`src/rtl/el2_lsu_dccm_stbuf_pkg.sv`:
```
// rtl/el2_lsu_dccm_stbuf_pkg.sv - shared types and sizes for the DCCM store buffer
package el2_lsu_dccm_stbuf_pkg;

  localparam int STBUF_DEPTH   = 4;
  localparam int STBUF_ADDR_W  = 16;
  localparam int STBUF_FDATA_W = 39;
  localparam int STBUF_WIDTH_B = 2;
  // One extra bit so full and empty can be told apart with equal indices
  localparam int STBUF_PTR_W   = $clog2(STBUF_DEPTH) + 1;

  typedef struct packed {
    logic [STBUF_ADDR_W-1:0]  addr_lo;
    logic [STBUF_ADDR_W-1:0]  addr_hi;
    logic [STBUF_FDATA_W-1:0] data_lo;
    logic [STBUF_FDATA_W-1:0] data_hi;
  } stbuf_entry_t;

endpackage

```
`src/rtl/el2_lsu_stbuf_fwd_sel.sv`:
```
// rtl/el2_lsu_stbuf_fwd_sel.sv - age-ordered select of the youngest buffered word matching a load address
module el2_lsu_stbuf_fwd_sel
  import el2_lsu_dccm_stbuf_pkg::*;
#(
  parameter int DEPTH   = STBUF_DEPTH,
  parameter int ADDR_W  = STBUF_ADDR_W,
  parameter int FDATA_W = STBUF_FDATA_W,
  parameter int WIDTH_B = STBUF_WIDTH_B,
  parameter int IDX_W   = $clog2(DEPTH)
) (
  input  logic [DEPTH-1:0]   valid,
  input  stbuf_entry_t       entries [DEPTH],
  input  logic [IDX_W-1:0]   rd_idx,
  input  logic [ADDR_W-1:0]  ld_addr,
  output logic               hit,
  output logic [FDATA_W-1:0] data
);

  // Walk oldest to youngest so the last match (youngest) overrides; within an
  // entry the lo half is checked last, which matters only for aligned stores.
  always_comb begin
    logic [IDX_W-1:0] idx;
    hit  = 1'b0;
    data = '0;
    idx  = '0;
    for (int k = 0; k < DEPTH; k++) begin
      idx = rd_idx + k[IDX_W-1:0];
      if (valid[idx]) begin
        if (entries[idx].addr_hi[ADDR_W-1:WIDTH_B] == ld_addr[ADDR_W-1:WIDTH_B]) begin
          hit  = 1'b1;
          data = entries[idx].data_hi;
        end
        if (entries[idx].addr_lo[ADDR_W-1:WIDTH_B] == ld_addr[ADDR_W-1:WIDTH_B]) begin
          hit  = 1'b1;
          data = entries[idx].data_lo;
        end
      end
    end
  end

endmodule

```
`src/rtl/el2_lsu_dccm_stbuf.sv`:
```
// rtl/el2_lsu_dccm_stbuf.sv - DCCM store buffer with drain arbitration; DCCM_STBUF_FWD_EN enables load forwarding
module el2_lsu_dccm_stbuf
  import el2_lsu_dccm_stbuf_pkg::*;
#(
  parameter int DEPTH   = STBUF_DEPTH,
  parameter int ADDR_W  = STBUF_ADDR_W,
  parameter int FDATA_W = STBUF_FDATA_W,
  parameter int WIDTH_B = STBUF_WIDTH_B
) (
  input  logic               clk,
  input  logic               rst_l,
  input  logic               st_valid,
  output logic               st_ready,
  input  logic [ADDR_W-1:0]  st_addr_lo,
  input  logic [ADDR_W-1:0]  st_addr_hi,
  input  logic [FDATA_W-1:0] st_data_lo,
  input  logic [FDATA_W-1:0] st_data_hi,
  input  logic               ld_rden,
  input  logic [ADDR_W-1:0]  ld_addr_lo,
  input  logic [ADDR_W-1:0]  ld_addr_hi,
  output logic               ld_stall,
  input  logic               fence_req,
  output logic               dccm_wren,
  output logic [ADDR_W-1:0]  dccm_wr_addr_lo,
  output logic [ADDR_W-1:0]  dccm_wr_addr_hi,
  output logic [FDATA_W-1:0] dccm_wr_data_lo,
  output logic [FDATA_W-1:0] dccm_wr_data_hi,
  output logic               fwd_hit_lo,
  output logic               fwd_hit_hi,
  output logic [FDATA_W-1:0] fwd_data_lo,
  output logic [FDATA_W-1:0] fwd_data_hi,
  output logic               stbuf_empty
);

  localparam int IDX_W = $clog2(DEPTH);
  localparam int PTR_W = STBUF_PTR_W;

  logic [PTR_W-1:0] wr_ptr, rd_ptr;
  logic [DEPTH-1:0] valid;
  stbuf_entry_t     entries [DEPTH];

  logic [IDX_W-1:0] wr_idx, rd_idx;
  logic             full, empty, push, drain, ld_conflict;

  assign wr_idx = wr_ptr[IDX_W-1:0];
  assign rd_idx = rd_ptr[IDX_W-1:0];
  assign full   = (wr_ptr[PTR_W-1] != rd_ptr[PTR_W-1]) && (wr_idx == rd_idx);
  assign empty  = (wr_ptr == rd_ptr);

  assign st_ready    = !full;
  assign stbuf_empty = empty;
  assign push        = st_valid & st_ready;

`ifdef DCCM_STBUF_FWD_EN
  el2_lsu_stbuf_fwd_sel #(
    .DEPTH(DEPTH), .ADDR_W(ADDR_W), .FDATA_W(FDATA_W), .WIDTH_B(WIDTH_B)
  ) u_fwd_lo (
    .valid(valid), .entries(entries), .rd_idx(rd_idx),
    .ld_addr(ld_addr_lo), .hit(fwd_hit_lo), .data(fwd_data_lo)
  );

  el2_lsu_stbuf_fwd_sel #(
    .DEPTH(DEPTH), .ADDR_W(ADDR_W), .FDATA_W(FDATA_W), .WIDTH_B(WIDTH_B)
  ) u_fwd_hi (
    .valid(valid), .entries(entries), .rd_idx(rd_idx),
    .ld_addr(ld_addr_hi), .hit(fwd_hit_hi), .data(fwd_data_hi)
  );

  assign ld_conflict = 1'b0;
`else
  // Without forwarding a load touching a buffered word must wait for it to drain
  always_comb begin
    ld_conflict = 1'b0;
    for (int i = 0; i < DEPTH; i++) begin
      if (valid[i] && ld_rden &&
          ((entries[i].addr_lo[ADDR_W-1:WIDTH_B] == ld_addr_lo[ADDR_W-1:WIDTH_B]) ||
           (entries[i].addr_lo[ADDR_W-1:WIDTH_B] == ld_addr_hi[ADDR_W-1:WIDTH_B]) ||
           (entries[i].addr_hi[ADDR_W-1:WIDTH_B] == ld_addr_lo[ADDR_W-1:WIDTH_B]) ||
           (entries[i].addr_hi[ADDR_W-1:WIDTH_B] == ld_addr_hi[ADDR_W-1:WIDTH_B])))
        ld_conflict = 1'b1;
    end
  end

  assign fwd_hit_lo  = 1'b0;
  assign fwd_hit_hi  = 1'b0;
  assign fwd_data_lo = '0;
  assign fwd_data_hi = '0;
`endif

  assign drain    = !empty & (!ld_rden | full | fence_req | ld_conflict);
  assign ld_stall = drain & ld_rden;

  assign dccm_wren       = drain;
  assign dccm_wr_addr_lo = entries[rd_idx].addr_lo;
  assign dccm_wr_addr_hi = entries[rd_idx].addr_hi;
  assign dccm_wr_data_lo = entries[rd_idx].data_lo;
  assign dccm_wr_data_hi = entries[rd_idx].data_hi;

  always_ff @(posedge clk or negedge rst_l) begin
    if (!rst_l) begin
      wr_ptr <= '0;
      rd_ptr <= '0;
      valid  <= '0;
    end else begin
      if (push) begin
        wr_ptr         <= wr_ptr + 1'b1;
        valid[wr_idx]  <= 1'b1;
      end
      if (drain) begin
        rd_ptr         <= rd_ptr + 1'b1;
        valid[rd_idx]  <= 1'b0;
      end
    end
  end

  // Entry payload needs no reset: it is only observed through a valid bit
  always_ff @(posedge clk) begin
    if (push) begin
      entries[wr_idx] <= '{addr_lo: st_addr_lo, addr_hi: st_addr_hi,
                           data_lo: st_data_lo, data_hi: st_data_hi};
    end
  end

endmodule

```
`config.mk`:
```
export PLATFORM = sky130hd
export DESIGN_NAME = el2_lsu_dccm_stbuf
export DESIGN_NICKNAME = d
export VERILOG_FILES = /design/src/rtl/el2_lsu_dccm_stbuf_pkg.sv /design/src/rtl/el2_lsu_stbuf_fwd_sel.sv /design/src/rtl/el2_lsu_dccm_stbuf.sv
export SDC_FILE = /design/constraint.sdc
export NUM_CORES = 1
export LEC_CHECK = 0
export BUFFER_PORTS_ARGS = -buffer_cell sky130_fd_sc_hd__buf_2
export CAP_MARGIN = 30
export CORE_ASPECT_RATIO = 0.9
export CORE_MARGIN = 2
export CORE_UTILIZATION = 45
export CTS_BUF_LIST = sky130_fd_sc_hd__clkbuf_4
export CTS_CLUSTER_DIAMETER = 50
export DETAILED_ROUTE_END_ITERATION = 7
export GPL_ROUTABILITY_DRIVEN = 0
export PLACE_DENSITY = 0.75
export SLEW_MARGIN = 10
export SYNTH_ARGS = -nofsm -noshare
export SYNTH_HDL_FRONTEND = slang
export SYNTH_SLANG_ARGS = --single-unit
```
`constraint.sdc`:
```
create_clock -name clk -period 8.1 [get_ports clk]
set_input_delay 0.81 -clock clk [delete_from_list [all_inputs] [get_ports clk]]
set_output_delay 0.81 -clock clk [all_outputs]
set_load 0.01 [all_outputs]
```
After elaboration in Yosys (flattened, before gate mapping) --
Memories as Yosys holds them, arrays and structs flattened. Index checks and enable logic that the tools add are counted.
Storage, ports and cells: bits in registers 10, RAM bits 440, bits of input ports 147, output and inout bits 194, word-level logic and storage cells 76, memories kept 1
Memories:
- entries | words 4, width 110, rd ports 5, clocked after Yosys merged registers in 0, write ports 1, line el2_lsu_dccm_stbuf.sv:40 | stbuf_entry_t entries [DEPTH];
Cells by class: add/subtract/negate cells 2, order comparisons 4, equality and inequality tests 19, multiplexer cells 12, bitwise gates (word level) 9, reduce and logical (&&, ||, !) cells 26
Operator list (count):
- 14-bit equality test | 16
- 1-bit logical OR | 12
- 1-bit logical AND | 11
- 1-bit 2-to-1 mux | 8
- 4-bit 2-to-1 mux | 2
- 3-bit by 1-bit adder with 3-bit output, second input constant | 2
- 2-bit by 3-bit < comparator with 1-bit output, second input constant | 2
- 4-bit AND | 1
- 1-bit demux with 2-bit select | 2
- 2-bit by 1-bit >= comparator with 1-bit output, second input constant | 2
- 4-bit inverter | 1
- 4-bit bitwise OR | 1
- 1-bit AND | 3
- 3-bit equality test | 1
- 1-bit logical NOT | 3
- 1-bit bitwise OR | 3
- 2-bit equality test | 1
- 1-bit != test | 1

Depth between registers and ports, before layout --
Gate-level depths: netlist (run 1). An unclocked memory read counts as a cell.
depth in word-level cells 13, mapped depth 8, gate-level depth less buffers 7

Least setup slack after synthesis (run 1) --
OpenSTA, ideal clock, no wires.
path type register -> register, start point register rd_ptr[1], end point memory entries[3][0] (netlist name), enable pin, library setup time 485 ps, arrival time 3618 ps, data required time 7615 ps, path slack 3997 ps, cell stages (with the launch flop) 6, buffers on the path 1, clock period less this slack 4103 ps, path through dfrtp_1 > clkbuf_1 > xor2_1 > nor2_1 > nand2_1 > and3_1
Between the ends: word-level cells in the longest chain between the ends 6
RTL lines:
- start: declaration | line el2_lsu_dccm_stbuf.sv:38 | logic [PTR_W-1:0] wr_ptr, rd_ptr;
- start signal: assignment | line el2_lsu_dccm_stbuf.sv:110 | rd_ptr <= rd_ptr + 1'b1;
- 2-bit equality test | line el2_lsu_dccm_stbuf.sv:47 | assign full = (wr_ptr[PTR_W-1] != rd_ptr[PTR_W-1]) && (wr_idx == rd_idx);
- 1-bit logical AND | line el2_lsu_dccm_stbuf.sv:47
- 1-bit logical NOT | line el2_lsu_dccm_stbuf.sv:50 | assign st_ready = !full;
- named net st_ready | line el2_lsu_dccm_stbuf.sv:13 | output logic st_ready,
- 1-bit AND | line el2_lsu_dccm_stbuf.sv:52 | assign push = st_valid & st_ready;
- 1-bit 2-to-1 mux | line el2_lsu_dccm_stbuf.sv:118 | if (push) begin
- 1-bit 2-to-1 mux (not written as such) | line el2_lsu_dccm_stbuf.sv:119 | entries[wr_idx] <= '{addr_lo: st_addr_lo, addr_hi: st_addr_hi,
- end: declaration | line el2_lsu_dccm_stbuf.sv:40
The timed path passes the listed nets, and every way through them passes these cells.

Worst setup path after layout (run 1) --
start point register rd_ptr[1], end point output dccm_wr_addr_lo[12]
Between the ends: word-level cells in the longest chain between the ends 1
RTL lines:
- memory read 4 x 110 bit
- end: declaration | line el2_lsu_dccm_stbuf.sv:24 | output logic [ADDR_W-1:0] dccm_wr_addr_lo,
No other way between the ends.

==> run_results.csv, run 1 <==
group,metric,value,unit
timing,slew_viol_final,0,
worst_setup_path,cp.depth,3,
worst_setup_path,r2r_slack,4450,ps
global_routing,grt_pass1_wl,67300,µm
global_routing,grt_use_met3,0.0767,
global_routing,grt_busiest_layer,"met2",
placed_design,place_inst,1810,
worst_setup_path,path_buf_inv,2,
power,p_sw,2.57,mW
timing,holdWs,166,ps
power,power_frac_clock,0.234,
global_routing,grt.total_usage,0.201,
yosys,synthArstFlopShare,0.0222,
timing,relSlewSlack,0.347,
yosys,syn_area,19700,µm²
power,power.total,7.78,mW
worst_setup_path,reg2reg_to,"entries[3][74]",
clock_network,htree_levels,3,
power,combPwrFrac,0.316,
clock_network,cts_sinks,450,
routing,drt_iter0_drc,820,
yosys,ys_types,30,
worst_setup_path,cp_slowest_cell,"dfrtp_4",
cells_and_area,nNetsFinal,1526,
routing,wl,45000,µm
worst_setup_path,worst-path-max-fanout,62,
power,seq_power_share,0.450,
timing,setup_viol,0,
cells_and_area,layout-drive-gt1-share,0.381,
worst_setup_path,cp-endpoint,"dccm_wr_addr_lo[12]",
floorplan,initial_core_util,0.458,
cells_and_area,area_delta_synth_final,14.4,%
global_routing,grtUsageMet2,0.311,
timing,fin_crit,4270,ps
yosys,ys_ff_latch,450,
power,switching_share,0.331,
worst_setup_path,crit_family,"buffers and inverters",
worst_hold_path,min_path_type,"in2reg",
cells_and_area,final_cells,2011,
global_routing,overflow,0,
yosys,synth_edf_count,440,
cells_and_area,design_area,22600,µm²
worst_setup_path,crit_start,"rd_ptr[1]",
floorplan,rows,72,
yosys,syn-instance-count,1044,
global_routing,grt_max_degree,63,
routing,dr_total_vias,10600,
flow_run,max_cap_viol_count,0,
timing,finalSetupTns,0,ps
floorplan,die_h,203,µm
routing,drcViolationCount,0,
power,leakage,8.11,nW
worst_setup_path,start_kind,"register",
worst_setup_path,path_class,"reg2out",
worst_setup_path,cp_data_required_time,7290,ps
clock_network,cts_root_buf,"clkbuf_4",
yosys,synth_area_per_cell,18.9,µm²
power,powerDensity,344,nW/µm²
clock_network,cts.clk_slew.worst_paths,70,ps
yosys,seq_area_frac_synth,0.682,
global_routing,met1_usage,0.262,
floorplan,core,43200,µm²
clock_network,clockBufferDepth,3,
worst_setup_path,worstRegToRegCells,5,
worst_setup_path,crit_chain,"buf_4 -> mux4_2 -> buf_2",
cells_and_area,fill_cells,3457,
timing,rsz0062_at_grt,"false",
power,p_int,5.21,mW
placed_design,hpwl,29900,µm
power,irDropWorstVdd,0.232,mV
timing,fin_crit_sh,0.527,
clock_network,hold_buffers,1,
routing,wl_per_cell,22.4,µm
worst_setup_path,r2r_start,"rd_ptr[0]",
placed_design,port_buffers,256,
clock_network,clock_latency,860,ps
global_routing,first_global_vias,11000,
global_routing,antenna_found_initial,14,
timing,tightestPinTransition,980,ps
floorplan,dieArea,45600,µm²
worst_setup_path,cp-end-kind,"output pin",
floorplan,die_x,225,µm
routing,drt_pass1_iterations,5,
routing,viasPerCell,5.27,
timing,hold_viol,0,
worst_setup_path,arrival,3460,ps
yosys,synth_top_flop_cell,"edfxtp_1",
routing,ant_nets,0,
timing,clock.fmax,0.234,GHz
timing,worst_clock_skew,87.6,ps
outcome,status,"finished clean",
clock_network,post_cts_buffers,0,
clock_network,cts_tree,"built",
clock_network,cts_made_buffers,112,
worst_setup_path,cpPeakStageDelay,990,ps
yosys,ys_warn_count,0,
placed_design,place_area,21200,µm²
clock_network,cts_resized,0,
floorplan,io_pins,341,
-- sequential cells by signal, summed over array words and instances (netlist names) --
signal / cells
rd_ptr: 3
valid: 4
wr_ptr: 3
entries: 440
-- final cells by class --
type                            instances  area, µm²  area share
Clock buffer                          152       1140      0.0505
Sequential cell                       450      13500       0.596
Tap cell                              555        694      0.0307
Multi-Input combinational cell        535       5580       0.247
Antenna cell                            6       15.0    0.000665
Timing Repair Buffer                  268       1430      0.0631
Clock inverter                         41        244      0.0108
Inverter                                4       15.0    0.000665
-- worst register-to-register path: cells and delay by family, from the launching register on --
family	cells	cell delay, ps
xor gates and xnor gates	1	280
buffers and inverters	1	830
DFF	1	970
and+or+nand+nor	3	1110
-- metrics by stage --
stage               utilization  setup slack, ps
floorplan                     -             4000
global placement          0.489             4260
detailed placement        0.490             4280
CTS                       0.523             3530
global route              0.523             3630
finish                    0.523             3830
-- worst min-delay path by stage --
stage | slack (ps) | to | startpoint | cells after the start
2_1_floorplan | 460 | rd_ptr[2] | rd_ptr[2] | 1
3_3_place_gp | 470 | wr_ptr[2] | wr_ptr[2] | 1
3_5_place_dp | 480 | wr_ptr[2] | wr_ptr[2] | 1
4_1_cts | 40 | entries[3][43] | st_data_lo[4] | 1
5_1_grt | 80 | entries[0][11] | st_data_hi[11] | 1
6_report | 170 | entries[3][43] | st_data_lo[4] | 1
-- power by group through the flow --
stage	registers, mW	clock network [mW]	logic, mW
floorplan	3.40	0	1.69
global placement	3.52	0	2.46
detailed placement	3.56	0	2.48
CTS	3.51	1.88	2.50
global route	3.55	2.00	2.65
finish	3.50	1.82	2.46
-- logic make-up (layout without fill, tap and decap cells) --
logic type	Yosys count	in the layout	synth area share
XOR/XNOR	231	231	0.104
other	1	86	0.000190
buffers and inverters	138	465	0.0515
AND/OR/NAND/NOR	97	97	0.0284
multiplexers	111	111	0.126
flip-flops	450	450	0.682
AO/OA/AOI/OAI	8	8	0.00323
adder cells (fa/ha/maj)	8	8	0.00507
-- cell usage in the layout (no fill, tap or decap), types with 2 or more instances in the layout --
| cell type | count |
|---|---|
| edfxtp_1 | 440 |
| buf_2 | 256 |
| xor2_1 | 173 |
| clkbuf_4 | 152 |
| mux4_2 | 110 |
| conb_1 | 80 |
| xnor2_1 | 55 |
| nor4_1 | 40 |
| clkinv_1 | 29 |
| nand4_1 | 27 |
| nor2_1 | 15 |
| ha_1 | 8 |
| buf_4 | 8 |
| dfrtp_1 | 8 |
| diode_2 | 6 |
| nand2_1 | 6 |
| clkinv_2 | 5 |
| inv_1 | 4 |
| and3_4 | 4 |
| xnor2_2 | 3 |
| a2bb2oi_1 | 3 |
| and2_1 | 2 |
| inv_6 | 2 |
| bufinv_16 | 2 |
| buf_16 | 2 |
| dfrtp_4 | 2 |
-- metal layers --
layer,vias to the layer above,wire length [µm]
met4,10,787
met3,71,4680
met5,-,70
met2,513,21300
li1,4650,-
met1,5361,18200
-- cell usage after synthesis (2+ instances only) --
cell | count | share of area
a2bb2oi_1 | 3 | 0.0013
and2_1 | 2 | 0.00063
and3_1 | 4 | 0.0013
buf_1 | 7 | 0.0013
buf_2 | 11 | 0.0028
buf_4 | 87 | 0.033
buf_6 | 21 | 0.012
clkbuf_1 | 8 | 0.0015
dfrtp_1 | 10 | 0.013
edfxtp_1 | 440 | 0.67
ha_1 | 8 | 0.0051
inv_1 | 4 | 0.00076
mux4_2 | 110 | 0.13
nand2_1 | 6 | 0.0011
nand4_1 | 27 | 0.0086
nor2_1 | 15 | 0.0029
nor4_1 | 40 | 0.013
xnor2_1 | 55 | 0.024
xnor2_2 | 3 | 0.0025
xor2_1 | 173 | 0.077
No activity file was read; power rests on OpenSTA's default activity.
==> run 2, diff against run 1 <==
==> constraint.sdc (replaced) <==
create_clock -name clk -period 4.3 [get_ports clk]
set_input_delay 0.43 -clock clk [delete_from_list [all_inputs] [get_ports clk]]
set_output_delay 0.43 -clock clk [all_outputs]
set_load 0.01 [all_outputs]
==> run_results.csv, run 2 (synthesis results as in run 1) <==
group,metric,value,unit
floorplan,rows,72,
cells_and_area,largest_reg_flops,440,
power,irDropWorstVdd,0.464,mV
global_routing,grt_pass1_wl,69500,µm
outcome,status,"finished clean",
worst_setup_path,cp_data_required_time,3870,ps
cells_and_area,layout-drive-gt1-share,0.358,
cells_and_area,nNetsFinal,1635,
worst_hold_path,min_path_type,"in2reg",
cells_and_area,top_register,"entries",
clock_network,htree_levels,3,
global_routing,met1_usage,0.269,
timing,fin_crit_sh,0.888,
timing,worst_clock_skew,99.9,ps
routing,ant_nets,0,
global_routing,grt.total_usage,0.206,
floorplan,die_h,203,µm
global_routing,grtUsageMet2,0.323,
global_routing,first_global_vias,11600,
floorplan,initial_core_util,0.458,
worst_setup_path,cp_slowest_cell,"nor4_1",
clock_network,hold_buffers,113,
floorplan,core,43200,µm²
placed_design,dp_slack,1240,ps
global_routing,antenna_found_initial,8,
cells_and_area,area_delta_synth_final,19.9,%
power,leakage,8.56,nW
worst_setup_path,cpPeakStageDelay,620,ps
clock_network,cts_sinks,450,
placed_design,port_buffers,256,
clock_network,cts_resized,0,
global_routing,grt_busiest_layer,"met2",
clock_network,clock_latency,880,ps
cells_and_area,design_area,23700,µm²
global_routing,grt_use_met3,0.0793,
worst_setup_path,worst_path_most_repeated_cell,"nand4_1",
cells_and_area,most-common-layout-cells,"edfxtp_1 (440), buf_2 (256), xor2_1 (173)",
worst_setup_path,cp-end-kind,"output pin",
global_routing,grt_max_degree,115,
timing,clock.fmax,0.262,GHz
timing,fin_ws,482,ps
routing,drt_iter0_drc,930,
clock_network,cts_tree,"built",
clock_network,cts_made_buffers,111,
cells_and_area,final_common_cell,"edfxtp_1",
worst_setup_path,path_buf_inv,1,
routing,wl,46300,µm
timing,rsz0062_at_grt,"false",
worst_setup_path,crit_family,"simple AND/OR/NAND/NOR gates",
flow_run,max_cap_viol_count,0,
routing,dr_total_vias,11000,
routing,drcViolationCount,0,
floorplan,io_pins,341,
cells_and_area,largestRegisters,"entries (440), valid (4)",
clock_network,clockBufferDepth,3,
worst_setup_path,crit_chain,"xor2_1 -> nor4_1 -> nand4_1 -> nand4_1 -> a222oi_1 -> a21oi_2 -> and2_1 -> buf_2",
clock_network,post_cts_buffers,0,
global_routing,overflow,0,
cells_and_area,fin_util,0.548,
worst_setup_path,start_kind,"register",
placed_design,place_area,21200,µm²
timing,slew_viol_final,0,
routing,viasPerCell,5.19,
routing,wl_per_cell,21.9,µm
timing,tightestPinTransition,769,ps
cells_and_area,multi_input_area,5580,µm²
placed_design,hpwl,28700,µm
timing,setup_viol,0,
floorplan,dieArea,45600,µm²
timing,hold_viol,0,
timing,finalSetupTns,0,ps
power,powerDensity,619,nW/µm²
clock_network,cts_root_buf,"clkbuf_4",
worst_setup_path,worst-path-max-fanout,7,
routing,drt_pass1_iterations,5,
worst_setup_path,arrival,3390,ps
timing,fin_crit,3820,ps
timing,relSlewSlack,0.487,
floorplan,die_x,225,µm
cells_and_area,fill_cells,3367,
worst_setup_path,path_class,"reg2out",
clock_network,cts.clk_slew.worst_paths,60,ps
cells_and_area,final-seq-area,13500,µm²
==> run 2: changes by cell type in the layout (fill, tap and decap cells not counted), sizes merged <==
cell         previous run  this run
inv                     6         7
clkbuf                152       161
clkinv                 36        21
bufinv                  2         0
buf                   267       265
dlygate4sd3             1       113
diode                   6         8
==> run 2: worst paths after layout <==
check | start | to | slack (ps) | depth (start not counted)
min in group asynchronous | rst_l | wr_ptr[2] | 630 | 3
min reg2reg | rd_ptr[2] | rd_ptr[2] | 490 | 1
max in group asynchronous | rst_l | rd_ptr[0] | 3300 | 3
max reg2reg | rd_ptr[0] | entries[3][10] | 1580 | 5
min | fence_req | valid[3] | 180 | 4
max | entries[0][82] | ld_stall | 480 | 8
==> run 2: cell type report <==
class | count | share of cell area
Antenna cell | 8 | 0.000846
Timing Repair Buffer | 378 | 0.108
Inverter | 4 | 0.000634
Multi-Input combinational cell | 535 | 0.236
Clock buffer | 161 | 0.0511
Sequential cell | 450 | 0.569
Clock inverter | 25 | 0.00502
Tap cell | 555 | 0.0293
==> run 2: per-layer routing <==
layer / vias to the layer above / wire, µm
li1: 4846 / -
met1: 5487 / 18600
met4: 4 / 688
met5: - / 24
met3: 60 / 4740
met2: 581 / 22200
==> run 2: stage by stage <==
step,cells,total power [mW],hold slack (ps)
3_3_place_gp,1809,11.3,313
2_1_floorplan,1123,9.60,134
4_1_cts,2108,14.8,70.3
6_report,2116,14.7,175
5_1_grt,2115,15.4,91.6
3_5_place_dp,1809,11.4,314
==> run 2: worst reg2reg max path, stage by stage (launching register included) <==
cell     delay [ps]
dfrtp_4         760
xor2_1          230
nor2_1           60
nand2_1         190
and3_4          580
buf_12          470
==> run 2: power by group <==
group          leakage (nW)  internal, mW  switching, mW  total [mW]
registers              4.15          5.96          0.481        6.44
logic                  3.61          2.15           2.71        4.87
clock network         0.798          1.70           1.65        3.35
total                  8.56          9.82           4.84        14.7
